[src/rtl/ready_send_pkg.sv]
// Shared types and widths for the ready_send level-ready CDC transmitter.
// The WAIT_LOW state is only reachable when READY_SEND_ACK_EN is defined.
package ready_send_pkg;

    typedef enum logic [1:0] {
        IDLE     = 2'd0,
        HOLD     = 2'd1,
        GAP      = 2'd2,
        WAIT_LOW = 2'd3
    } state_t;

    localparam int unsigned CNT_W      = 8;
    localparam int unsigned TX_COUNT_W = 16;

endpackage

[src/rtl/sync_2ff.sv]
// One-bit two-flop synchronizer with synchronous active-high reset.
// Used for the receiver acknowledge when READY_SEND_ACK_EN is defined.
module sync_2ff (
    input  logic clk_i,
    input  logic rst_i,
    input  logic d_i,
    output logic q_o
);

    logic meta_q;
    logic sync_q;

    always_ff @(posedge clk_i) begin
        if (rst_i) begin
            meta_q <= 1'b0;
            sync_q <= 1'b0;
        end else begin
            meta_q <= d_i;
            sync_q <= meta_q;
        end
    end

    assign q_o = sync_q;

endmodule

[src/rtl/ready_send.sv]
// Source side of the level-ready CDC handshake: latches one word, holds ready high,
// then forces a low gap. Macro READY_SEND_ACK_EN switches to an ack-driven handshake.
module ready_send
    import ready_send_pkg::*;
#(
    parameter int unsigned DATA_WIDTH  = 8,
    parameter int unsigned HOLD_CYCLES = 10,
    parameter int unsigned GAP_CYCLES  = 5
) (
    input  logic                  clk1,
    input  logic                  rst1,
    input  logic                  in_valid,
    output logic                  in_ready,
    input  logic [DATA_WIDTH-1:0] data_in,
    output logic                  ready,
    output logic [DATA_WIDTH-1:0] data,
    output logic [TX_COUNT_W-1:0] tx_count
`ifdef READY_SEND_ACK_EN
    ,
    input  logic                  ack
`endif
);

    if (HOLD_CYCLES < 3 || HOLD_CYCLES > 255) begin : g_hold_range
        $error("ready_send: HOLD_CYCLES must be in 3..255");
    end

    localparam logic [CNT_W-1:0] HOLD_LOAD = CNT_W'(HOLD_CYCLES - 1);

    state_t                  state_q;
    logic [CNT_W-1:0]        cnt_q;
    logic                    ready_q;
    logic [DATA_WIDTH-1:0]   data_q;
    logic [TX_COUNT_W-1:0]   tx_count_q;
    logic                    accept;

    assign in_ready = (state_q == IDLE);
    assign accept   = in_valid && in_ready;

`ifdef READY_SEND_ACK_EN
    logic ack_s;

    sync_2ff u_ack_sync (
        .clk_i (clk1),
        .rst_i (rst1),
        .d_i   (ack),
        .q_o   (ack_s)
    );

    always_ff @(posedge clk1) begin
        if (rst1) begin
            state_q    <= IDLE;
            cnt_q      <= '0;
            ready_q    <= 1'b0;
            data_q     <= '0;
            tx_count_q <= '0;
        end else begin
            case (state_q)
                IDLE: begin
                    if (accept) begin
                        data_q  <= data_in;
                        ready_q <= 1'b1;
                        cnt_q   <= HOLD_LOAD;
                        state_q <= HOLD;
                    end
                end
                HOLD: begin
                    // The counter is loaded but ignored: the receiver's ack ends the hold.
                    if (ack_s) begin
                        ready_q    <= 1'b0;
                        tx_count_q <= tx_count_q + TX_COUNT_W'(1);
                        state_q    <= WAIT_LOW;
                    end
                end
                WAIT_LOW: begin
                    if (!ack_s) begin
                        state_q <= IDLE;
                    end
                end
                default: begin
                    ready_q <= 1'b0;
                    state_q <= IDLE;
                end
            endcase
        end
    end
`else
    if (GAP_CYCLES < 2 || GAP_CYCLES > 255) begin : g_gap_range
        $error("ready_send: GAP_CYCLES must be in 2..255");
    end

    localparam logic [CNT_W-1:0] GAP_LOAD = CNT_W'(GAP_CYCLES - 1);

    always_ff @(posedge clk1) begin
        if (rst1) begin
            state_q    <= IDLE;
            cnt_q      <= '0;
            ready_q    <= 1'b0;
            data_q     <= '0;
            tx_count_q <= '0;
        end else begin
            case (state_q)
                IDLE: begin
                    if (accept) begin
                        data_q  <= data_in;
                        ready_q <= 1'b1;
                        cnt_q   <= HOLD_LOAD;
                        state_q <= HOLD;
                    end
                end
                HOLD: begin
                    if (cnt_q == '0) begin
                        ready_q    <= 1'b0;
                        cnt_q      <= GAP_LOAD;
                        tx_count_q <= tx_count_q + TX_COUNT_W'(1);
                        state_q    <= GAP;
                    end else begin
                        cnt_q <= cnt_q - CNT_W'(1);
                    end
                end
                GAP: begin
                    if (cnt_q == '0) begin
                        state_q <= IDLE;
                    end else begin
                        cnt_q <= cnt_q - CNT_W'(1);
                    end
                end
                default: begin
                    ready_q <= 1'b0;
                    cnt_q   <= '0;
                    state_q <= IDLE;
                end
            endcase
        end
    end
`endif

    assign ready    = ready_q;
    assign data     = data_q;
    assign tx_count = tx_count_q;

endmodule

[config.mk]
export PLATFORM = sky130hd
export DESIGN_NAME = ready_send
export DESIGN_NICKNAME = d
export VERILOG_FILES = /design/src/rtl/ready_send_pkg.sv /design/src/rtl/sync_2ff.sv /design/src/rtl/ready_send.sv
export SDC_FILE = /design/constraint.sdc
export NUM_CORES = 1
export LEC_CHECK = 0
export BUFFER_PORTS_ARGS = -buffer_cell sky130_fd_sc_hd__buf_2
export CAP_MARGIN = 20
export CORE_ASPECT_RATIO = 0.7
export CORE_MARGIN = 3
export CORE_UTILIZATION = 50
export CTS_BUF_LIST = sky130_fd_sc_hd__clkbuf_8 sky130_fd_sc_hd__clkbuf_16
export DETAILED_ROUTE_END_ITERATION = 8
export PLACE_DENSITY = 0.78
export SYNTH_ARGS = -nofsm -noshare
export SYNTH_HDL_FRONTEND = slang
export SYNTH_SLANG_ARGS = --single-unit
[constraint.sdc]
create_clock -name clk1 -period 3.3 [get_ports clk1]
set_input_delay 0.33 -clock clk1 [delete_from_list [all_inputs] [get_ports clk1]]
set_output_delay 0.33 -clock clk1 [all_outputs]
set_load 0.01 [all_outputs]
# == Yosys cells after proc, flatten, opt, wreduce, memory -nomap -nowiden ==
# Cells that the tools add are included.
# op_classes
n_addsub,2
eq_ne,6
n_mux,11
n_bitwise,1
n_reduce_logical,8
# ops
op,count
$mux W8,3
$pmux W8 S3,1
$add A16 B1 Y16 const B,1
$logic_not A8 Y1,1
$sub A8 B1 Y8 const B,1
$mux W2,3
$ne A2 B2 Y1 const B,3
$pmux W2 S3,1
$reduce_and A2 Y1,3
$reduce_and A3 Y1,2
$pmux W1 S3,1
$eq A2 B1 Y1 const B,1
$eq A2 B2 Y1 const B,1
$logic_not A2 Y1,1
$mux W1,2
$ne A2 B1 Y1 const B,1
$logic_and A1 B1 Y1,1
$not A1 Y1,1
# totals
ff_bits,35
input_bits,11
output_inout_bits,26
elab_cells,33

# == Depth between registers and ports, before layout ==
# Gate-level depths: netlist of the first run.
# logic_depth
word_depth,4
ltp_mapped,8
mapped_depth_nobuf,6

# == Worst setup path after synthesis of the first run ==
# No wires, ideal clock.
# synth_path
kind,register to register
startpoint,register cnt_q[0]
endpoint,"register tx_count_q[13], in the netlist tx_count[13]"
setup_time_ns,0.070
arrival_time_ns,2.339
t_required_ns,3.230
setup_slack_ns,0.890
stages_incl_launch_ff,9
path_buffers,2
synth_period_minus_slack_ns,2.410
cell_sequence,dfxtp_1 -> inv_1 -> ha_1 -> or4b_1 -> clkbuf_2 -> or3_4 -> buf_6 -> or4_1 -> a21oi_1
# synth_via
elab_chain_len,2
# synth_lines
item,line_no,source
"start, declared",ready_send.sv:31,logic [CNT_W-1:0] cnt_q;
"start signal, assigned",ready_send.sv:118,cnt_q <= cnt_q - CNT_W'(1);
"start signal, assigned",ready_send.sv:125,cnt_q <= cnt_q - CNT_W'(1);
$logic_not A8 Y1,ready_send.sv:112,if (cnt_q == '0) begin
$reduce_and A2 Y1 (no source line),--,
"end signal, assigned",ready_send.sv:115,tx_count_q <= tx_count_q + TX_COUNT_W'(1);
"end, declared",ready_send.sv:34,logic [TX_COUNT_W-1:0] tx_count_q;
# No other way between the ends.
# A chain may end at the register's enable or synchronous reset.

# == Worst setup path after layout of the first run ==
# layout_path
startpoint,register cnt_q[0]
endpoint,"register tx_count_q[9], in the netlist tx_count[9]"
# Same word-level chain as after synthesis.

==> results.sh, run 1 <==
export IMPL_dp_cells=266
export IMPL_grt_pass1_wl_um=6470
export IMPL_antenna_found_initial=0
export IMPL_drt_first_pass_iters=4
export IMPL_r2r_end="tx_count[9]"
export IMPL_setup_worst_path_class="reg2reg"
export IMPL_synth_compound_area_share=0.195
export IMPL_antenna_cells=0
export IMPL_drive_gt1_frac=0.218
export IMPL_synth_ff_type="dfxtp_1"
export IMPL_cts_reportedPaths_clkPinSlew_ns=0.07
export IMPL_start_kind="register"
export IMPL_start_util=0.562
export IMPL_cts_tree="yes"
export IMPL_cp_data_arrival_time_ns=2.75
export IMPL_min_period_ns=2.53
export IMPL_synthTopCellsByArea="dfxtp_1 (42%), a21oi_1 (7.8%), nand2_1 (5.6%)"
export IMPL_first_iter_violations=149
export IMPL_worst_setup_path_end_kind="register"
export IMPL_grt_start_max_net_pins=38
export IMPL_seq_area_sq_um=701
export IMPL_pin_count=37
export IMPL_viasPerCell=5.76
export IMPL_drt_wirelength_per_cell_um=14.2
export IMPL_grt_overflow=0
export IMPL_r2r_start="cnt_q[0]"
export IMPL_drc=0
export IMPL_globalplace_congestion=0.808
export IMPL_tightest_slew_ns=0.724
export IMPL_fmax_mhz=395
export IMPL_nFillCells=268
export IMPL_endpoint="tx_count[9]"
export IMPL_tns_ns=0
export IMPL_multiInputGateArea_sq_um=906
export IMPL_synth_xor_area_frac=0.0314
export IMPL_reg2reg_slack_ns=0.77
export IMPL_synth_top_area_share=0.418
export IMPL_io_buffers=36
export IMPL_period_share=0.768
export IMPL_final_common_cell="buf_2"
export IMPL_antenna_left=0
export IMPL_ys_seq_area_frac=0.418
export IMPL_cap_violations=0
export IMPL_synth_cells=203
export IMPL_yosys_warnings=0
export IMPL_synthAdderAreaFrac=0.0149
export IMPL_coreArea_sq_um=2980
export IMPL_p_per_area_nw_per_um2=740
export IMPL_rsz0062_at_grt="no"
export IMPL_cp_max_fo=12
export IMPL_worstSetupStartpoint="cnt_q[0]"
export IMPL_cts_hold_buf=0
export IMPL_synth_top_family_by_area="simple AND/OR/NAND/NOR gates"
export IMPL_netlist_area_sq_um=1680
export IMPL_track_usage=0.208
export IMPL_clk_latency_ns=0.29
export IMPL_p_leak_nw=0.789
export IMPL_setup_viol=0
export IMPL_ys_async_sr_fraction=0
export IMPL_wl_um=3880
export IMPL_die_x_um=75.2
export IMPL_finalInstanceArea_sq_um=1980
export IMPL_instances_no_fill=274
export IMPL_synth_area_per_cell_sq_um=8.25
export IMPL_slew_headroom=0.513
export IMPL_worst_r2r_path_depth=6
export IMPL_worstPathRequired_ns=3.52
export IMPL_areaGrowthSynthToFinish_pct=18.1
export IMPL_drv_slew=0
export IMPL_clock_sinks=35
export IMPL_vias=1578
export IMPL_layout_nets=250
export IMPL_syn_nets=216
export IMPL_dieArea_sq_um=4090
export IMPL_synth_edf_count=0
export IMPL_synthMuxAreaShare=0.00597
export IMPL_clockBufferDepth=2
export IMPL_status="finished, final reports clean"
export IMPL_cts_resized=0
export IMPL_cts_buffers=5
export IMPL_fp_row_count=16
export IMPL_h_tree_depth=2
export IMPL_yosys_area_top_type="dfxtp_1"
export IMPL_grt_pass1_vias=1389
export IMPL_synth_seq_cells=35
export IMPL_ir_worst_vdd_uv=490
export IMPL_total_power_mw=1.46
export IMPL_cts_root_buf="clkbuf_8"
export IMPL_die_h_um=54.4
export IMPL_clock_skew_ns=0.00721
export IMPL_final_cell_mix="buf_2 (36), dfxtp_1 (35), a21oi_1 (26)"
export IMPL_hpwlAfterDp_um=2750
export IMPL_hp_class="in2reg"
export IMPL_postPlaceCellArea_sq_um=1860
export IMPL_synthSimpleGateAreaFrac=0.294
export IMPL_postCtsSetupBuffers=0
export IMPL_hold_viol_final=0
export IMPL_synth_distinct_cells=45
## final cells by class
cell class,count,share of cell area
Tap cell,36,0.0228
Inverter,6,0.0114
Multi-Input combinational cell,152,0.458
Timing Repair Buffer,37,0.0948
Sequential cell,35,0.354
Clock buffer,6,0.0417
Clock inverter,2,0.0177
## routing by layer
metal / share of wire / global-route usage / up-vias / wire length, um
met5: 0 / 0 / - / 0
met4: 0.012 / 0.0814 / 0 / 46
met3: 0.075 / 0.0661 / 8 / 292
met2: 0.42 / 0.285 / 58 / 1610
met1: 0.50 / 0.300 / 702 / 1920
li1: - / - / 810 / -
## metrics by stage
step | setup slack, ns | hold WS, ns | util
6_report | 0.766 | 0.270 | 0.664
3_3_place_gp | 0.856 | 0.441 | 0.624
2_1_floorplan | 0.890 | 0.466 | -
5_1_grt | 0.614 | 0.283 | 0.664
3_5_place_dp | 0.818 | 0.447 | 0.624
4_1_cts | 0.773 | 0.267 | 0.664
## critical path, stage by stage, from the launching register on
cell	delay [ns]
dfxtp_1	0.35
inv_1	0.09
ha_1	0.25
or4b_1	0.60
or3_4	0.50
or4_1	0.52
a21oi_1	0.15
## flip-flops by register name, indices dropped and copies added, names as in the netlist
signal    count
cnt_q         8
data          8
ready         1
state_q       2
tx_count     16
## how the worst min path moves through the flow
| stage | start | to | slack, ns | cells after the start |
|---|---|---|---|---|
| floorplan | data_in[0] | data[0] | 0.47 | 2 |
| global placement | data[1] | data[1] | 0.44 | 2 |
| detailed placement | data[6] | data[6] | 0.45 | 2 |
| CTS | data_in[2] | data[2] | 0.27 | 3 |
| global route | data_in[1] | data[1] | 0.28 | 3 |
| finish | data_in[6] | data[6] | 0.27 | 3 |
## cell usage after synthesis, types with 2 or more instances
cell	number
nor2b_1	3
o31ai_1	8
or4_1	6
nand3b_1	3
nand4_1	3
clkbuf_1	8
inv_1	6
xor2_1	2
and3_1	2
xnor2_1	4
nor4b_1	2
nor4_1	2
ha_1	2
dfxtp_1	35
or3_2	2
a21oi_1	26
nor2_1	16
nand3_1	4
o32ai_1	2
nand2b_1	2
nand2_1	25
o21ai_0	7
or3_1	7
nor3_1	5
## power breakdown
| group | switching, mW | internal (mW) | leakage, nW |
|---|---|---|---|
| logic | 0.279 | 0.218 | 0.443 |
| clock network | 0.158 | 0.244 | 0.0612 |
| registers | 0.0813 | 0.483 | 0.285 |
| total | 0.518 | 0.946 | 0.789 |
## cell families (layout without fill, tap and decap cells)
group,after synthesis,after routing
flops,35,35
buf+inv,16,51
mux,1,1
compound gates,53,53
simple gates,90,90
fa+ha+maj,2,2
xor+xnor,6,6
Note: power is estimated with default switching activity, not from simulation.
==> run 2: changes to the inputs <==
==> constraint.sdc (replaced) <==
create_clock -name clk1 -period 2.64 [get_ports clk1]
set_input_delay 0.264 -clock clk1 [delete_from_list [all_inputs] [get_ports clk1]]
set_output_delay 0.264 -clock clk1 [all_outputs]
set_load 0.01 [all_outputs]
==> results.sh, run 2 (synthesis gave the netlist of run 1 again) <==
export IMPL_worstPathRequired_ns=2.85
export IMPL_cts_buffers=5
export IMPL_hpwlAfterDp_um=2720
export IMPL_drt_first_pass_iters=4
export IMPL_r2r_end="tx_count[13]"
export IMPL_min_period_ns=2.38
export IMPL_die_h_um=54.4
export IMPL_cts_root_buf="clkbuf_8"
export IMPL_track_usage=0.201
export IMPL_layout_nets=254
export IMPL_antenna_found_initial=0
export IMPL_worstSetupStartpoint="cnt_q[0]"
export IMPL_fp_row_count=16
export IMPL_dp_cells=270
export IMPL_clock_skew_ns=0.00462
export IMPL_final_cell_mix="buf_2 (36), dfxtp_1 (35), a21oi_1 (26)"
export IMPL_p_per_area_nw_per_um2=886
export IMPL_period_share=0.903
export IMPL_setup_worst_path_class="reg2reg"
export IMPL_tns_ns=0
export IMPL_instances_no_fill=277
export IMPL_grt_overflow=0
export IMPL_grt_start_max_net_pins=38
export IMPL_ir_worst_vdd_uv=500
export IMPL_r2r_start="cnt_q[0]"
export IMPL_grt_pass1_vias=1332
export IMPL_clock_sinks=35
export IMPL_p_leak_nw=0.795
export IMPL_cap_violations=0
export IMPL_cp_max_fo=12
export IMPL_clockBufferDepth=2
export IMPL_cts_tree="yes"
export IMPL_endpoint="tx_count[13]"
export IMPL_postCtsSetupBuffers=0
export IMPL_cts_hold_buf=0
export IMPL_final_common_cell="buf_2"
export IMPL_setup_viol=0
export IMPL_cts_reportedPaths_clkPinSlew_ns=0.07
export IMPL_first_iter_violations=94
export IMPL_vias=1596
export IMPL_reg2reg_slack_ns=0.26
export IMPL_tightest_slew_ns=0.681
export IMPL_worst_r2r_path_depth=6
export IMPL_pin_count=37
export IMPL_wl_um=3780
export IMPL_nFillCells=264
export IMPL_cts_resized=0
export IMPL_drc=0
export IMPL_io_buffers=36
export IMPL_slew_headroom=0.540
export IMPL_worst_setup_path_end_kind="register"
export IMPL_largest_reg_flops=16
export IMPL_areaGrowthSynthToFinish_pct=18.1
export IMPL_hold_viol_final=0
export IMPL_start_kind="register"
export IMPL_drv_slew=0
export IMPL_dieArea_sq_um=4090
export IMPL_coreArea_sq_um=2980
export IMPL_antenna_cells=0
export IMPL_viasPerCell=5.76
export IMPL_start_util=0.562
export IMPL_hp_class="in2reg"
export IMPL_cp_data_arrival_time_ns=2.59
export IMPL_drt_wirelength_per_cell_um=13.6
export IMPL_drive_gt1_frac=0.228
export IMPL_fmax_mhz=420
export IMPL_h_tree_depth=2
export IMPL_grt_pass1_wl_um=6230
export IMPL_globalplace_congestion=0.936
export IMPL_antenna_left=0
export IMPL_die_x_um=75.2
export IMPL_clk_latency_ns=0.28
export IMPL_status="finished, final reports clean"
export IMPL_rsz0062_at_grt="no"
run 2: worst max-delay path, stage by stage, from the launching register on:
cell and delay, ns:
dfxtp_1 0.36, inv_1 0.09, ha_1 0.25, or4b_1 0.49, or3_4 0.47, or4_1 0.52, a21oi_1 0.15
run 2: how the worst min path moves through the flow:
| stage | start | to | cells past startpoint |
|---|---|---|---|
| after floorplan | data_in[0] | data[0] | 2 |
| after global placement | data[5] | data[5] | 2 |
| after detailed placement | data[7] | data[7] | 2 |
| after CTS | data_in[2] | data[2] | 3 |
| after global routing | data_in[7] | data[7] | 3 |
| final | data_in[2] | data[2] | 3 |
run 2: power breakdown:
group	internal, mW	total, mW	switching [mW]
clock	0.204	0.380	0.176
combinational	0.307	0.692	0.385
sequential	0.605	0.683	0.0781
run 2: layer usage:
layer | GRT usage | up-vias | wire [um]
li1 | - | 819 | -
met1 | 0.303 | 717 | 1970
met2 | 0.270 | 58 | 1510
met3 | 0.0532 | 2 | 275
met4 | 0.0698 | 0 | 24
met5 | 0 | - | 0
run 2: final cells by class:
cell class              instances  area (sq um)  area share
flip-flops and latches         35           701       0.354
clock inverters                 1          5.00     0.00253
clock buffers                   6          82.6      0.0417
well taps                      36          45.0      0.0228
inverters                       6          22.5      0.0114
multi-input cells             152           906       0.458
repair buffers                 41           218       0.110
run 2: stage by stage:
stage                util  setup WS (ns)  hold WS (ns)  power (mW)  cell area [sq um]
global route        0.664          0.159         0.234        1.89               1980
CTS                 0.664          0.264         0.212        1.76               1980
global placement    0.634          0.344         0.438        1.37               1890
detailed placement  0.634          0.264         0.446        1.38               1890
floorplan               -          0.230         0.400        1.17               1680
finish              0.664          0.257         0.223        1.75               1980
==> run 3: changes to the inputs <==
--- a/config.mk
+++ b/config.mk
@@ -13,6 +13,7 @@
 export CTS_BUF_LIST = sky130_fd_sc_hd__clkbuf_8 sky130_fd_sc_hd__clkbuf_16
 export DETAILED_ROUTE_END_ITERATION = 8
 export PLACE_DENSITY = 0.78
+export REMOVE_ABC_BUFFERS = 1
 export SYNTH_ARGS = -nofsm -noshare
 export SYNTH_HDL_FRONTEND = slang
 export SYNTH_SLANG_ARGS = --single-unit
==> results.sh, run 3 (synthesis gave the netlist of run 1 again) <==
export IMPL_grt_pass1_wl_um=6040
export IMPL_drv_slew=0
export IMPL_io_buffers=36
export IMPL_pre_cts_ws_ns=0.285
export IMPL_ir_worst_vdd_uv=415
export IMPL_h_tree_depth=2
export IMPL_tightest_slew_ns=0.567
export IMPL_clock_sinks=35
export IMPL_grtUsageMet3=0.0661
export IMPL_period_share=0.905
export IMPL_grt_overflow=0
export IMPL_postCtsSetupBuffers=0
export IMPL_critPathSlowestCell="or4_1"
export IMPL_hpwlAfterDp_um=2730
export IMPL_drt_wirelength_per_cell_um=13.5
export IMPL_hp_class="in2reg"
export IMPL_min_period_ns=2.39
export IMPL_tns_ns=0
export IMPL_largest_reg_flops=16
export IMPL_coreArea_sq_um=2980
export IMPL_antenna_left=0
export IMPL_globalplace_congestion=0.887
export IMPL_cp_num_buf_inv=1
export IMPL_postPlaceCellArea_sq_um=1910
export IMPL_status="finished, final reports clean"
export IMPL_setup_viol=0
export IMPL_instances_no_fill=280
export IMPL_cap_violations=0
export IMPL_cp_max_fo=12
export IMPL_dp_cells=272
export IMPL_seq_power_share=0.392
export IMPL_pin_count=37
export IMPL_viasPerCell=5.77
export IMPL_cp_cell_sequence="inv_1, ha_1, or4b_1, or3_4, or4_1, a21oi_1"
export IMPL_grt_use_met1=0.291
export IMPL_die_h_um=54.4
export IMPL_p_leak_nw=0.809
export IMPL_drc=0
export IMPL_track_usage=0.198
export IMPL_antenna_found_initial=0
export IMPL_slew_headroom=0.621
export IMPL_final_setup_worst_slack_ns=0.252
export IMPL_wl_um=3780
export IMPL_clockBufferDepth=2
export IMPL_cp_data_arrival_time_ns=2.61
export IMPL_clk_latency_ns=0.29
export IMPL_drt_first_pass_iters=4
export IMPL_cts_reportedPaths_clkPinSlew_ns=0.07
export IMPL_worst_setup_path_end_kind="register"
export IMPL_cts_resized=0
export IMPL_setup_worst_path_class="reg2reg"
export IMPL_cts_hold_buf=0
export IMPL_p_clk_frac=0.210
export IMPL_rsz0062_at_grt="no"
export IMPL_drive_gt1_frac=0.230
export IMPL_cts_tree="yes"
export IMPL_cts_buffers=5
export IMPL_p_comb_frac=0.398
export IMPL_finalInstanceArea_sq_um=1990
export IMPL_grt_busiest_layer="met1"
export IMPL_cp_top_family="simple AND/OR/NAND/NOR gates"
export IMPL_final_cell_mix="buf_2 (36), dfxtp_1 (35), a21oi_1 (26)"
export IMPL_dieArea_sq_um=4090
export IMPL_cts_root_buf="clkbuf_8"
export IMPL_fp_row_count=16
export IMPL_switching_share=0.372
export IMPL_use_met2=0.264
export IMPL_areaGrowthSynthToFinish_pct=18.7
export IMPL_start_util=0.562
export IMPL_worstPathRequired_ns=2.86
export IMPL_p_per_area_nw_per_um2=872
export IMPL_layout_nets=256
export IMPL_hold_viol_final=0
export IMPL_die_x_um=75.2
export IMPL_grt_pass1_vias=1292
export IMPL_critPathMaxStageDelay_ns=0.51
export IMPL_finalCoreUtilization=0.667
export IMPL_intPower_mw=1.09
export IMPL_vias=1615
export IMPL_clock_skew_ns=0.00210
export IMPL_final_common_cell="buf_2"
export IMPL_power_switching_mw=0.645
export IMPL_grt_start_max_net_pins=23
export IMPL_antenna_cells=0
export IMPL_start_kind="register"
export IMPL_first_iter_violations=119
export IMPL_fmax_mhz=419
run 3: cell count changes in the layout (fill, tap and decap cells not counted):
| cell | change |
|---|---|
| buf_4 | +2 |
| clkbuf_8 | -1 |
| inv_1 | +2 |
run 3: final cells by class:
cell class	count	area [sq um]
Tap cell	36	45.0
Multi-Input combinational cell	152	906
Clock inverter	3	12.5
Fill cell	250	995
Sequential cell	35	701
Clock buffer	5	68.8
Timing Repair Buffer	43	233
Inverter	6	22.5
run 3: final timing paths:
path,start,endpoint,slack (ns),cells past startpoint
max,cnt_q[0],tx_count[9],0.25,6
min,data_in[2],data[2],0.21,3
max reg2reg,cnt_q[0],tx_count[9],0.25,6
min reg2reg,data[3],data[3],0.45,2
run 3: power by group through the flow:
stage	Combinational (mW)	Sequential (mW)	Clock [mW]
after floorplan	0.442	0.703	0
after global placement	0.677	0.687	0
after detailed placement	0.682	0.689	0
after CTS	0.687	0.678	0.376
after global routing	0.761	0.692	0.392
final	0.691	0.679	0.364
run 3: stage by stage:
| stage | hold WS, ns | power (mW) |
|---|---|---|
| floorplan | 0.333 | 1.15 |
| global placement | 0.440 | 1.36 |
| detailed placement | 0.444 | 1.37 |
| CTS | 0.206 | 1.74 |
| global route | 0.215 | 1.84 |
| finish | 0.209 | 1.73 |
run 3: per-layer routing:
layer / vias to the layer above / wire length (um)
met5: - / 0
met4: 0 / 50
met3: 7 / 263
met2: 44 / 1510
met1: 740 / 1960
li1: 824 / -
run 3: worst reg2reg max path, stage by stage (launching register included):
cell and delay [ns]:
dfxtp_1 0.35, inv_1 0.09, ha_1 0.25, or4b_1 0.49, or3_4 0.47, or4_1 0.52, a21oi_1 0.15
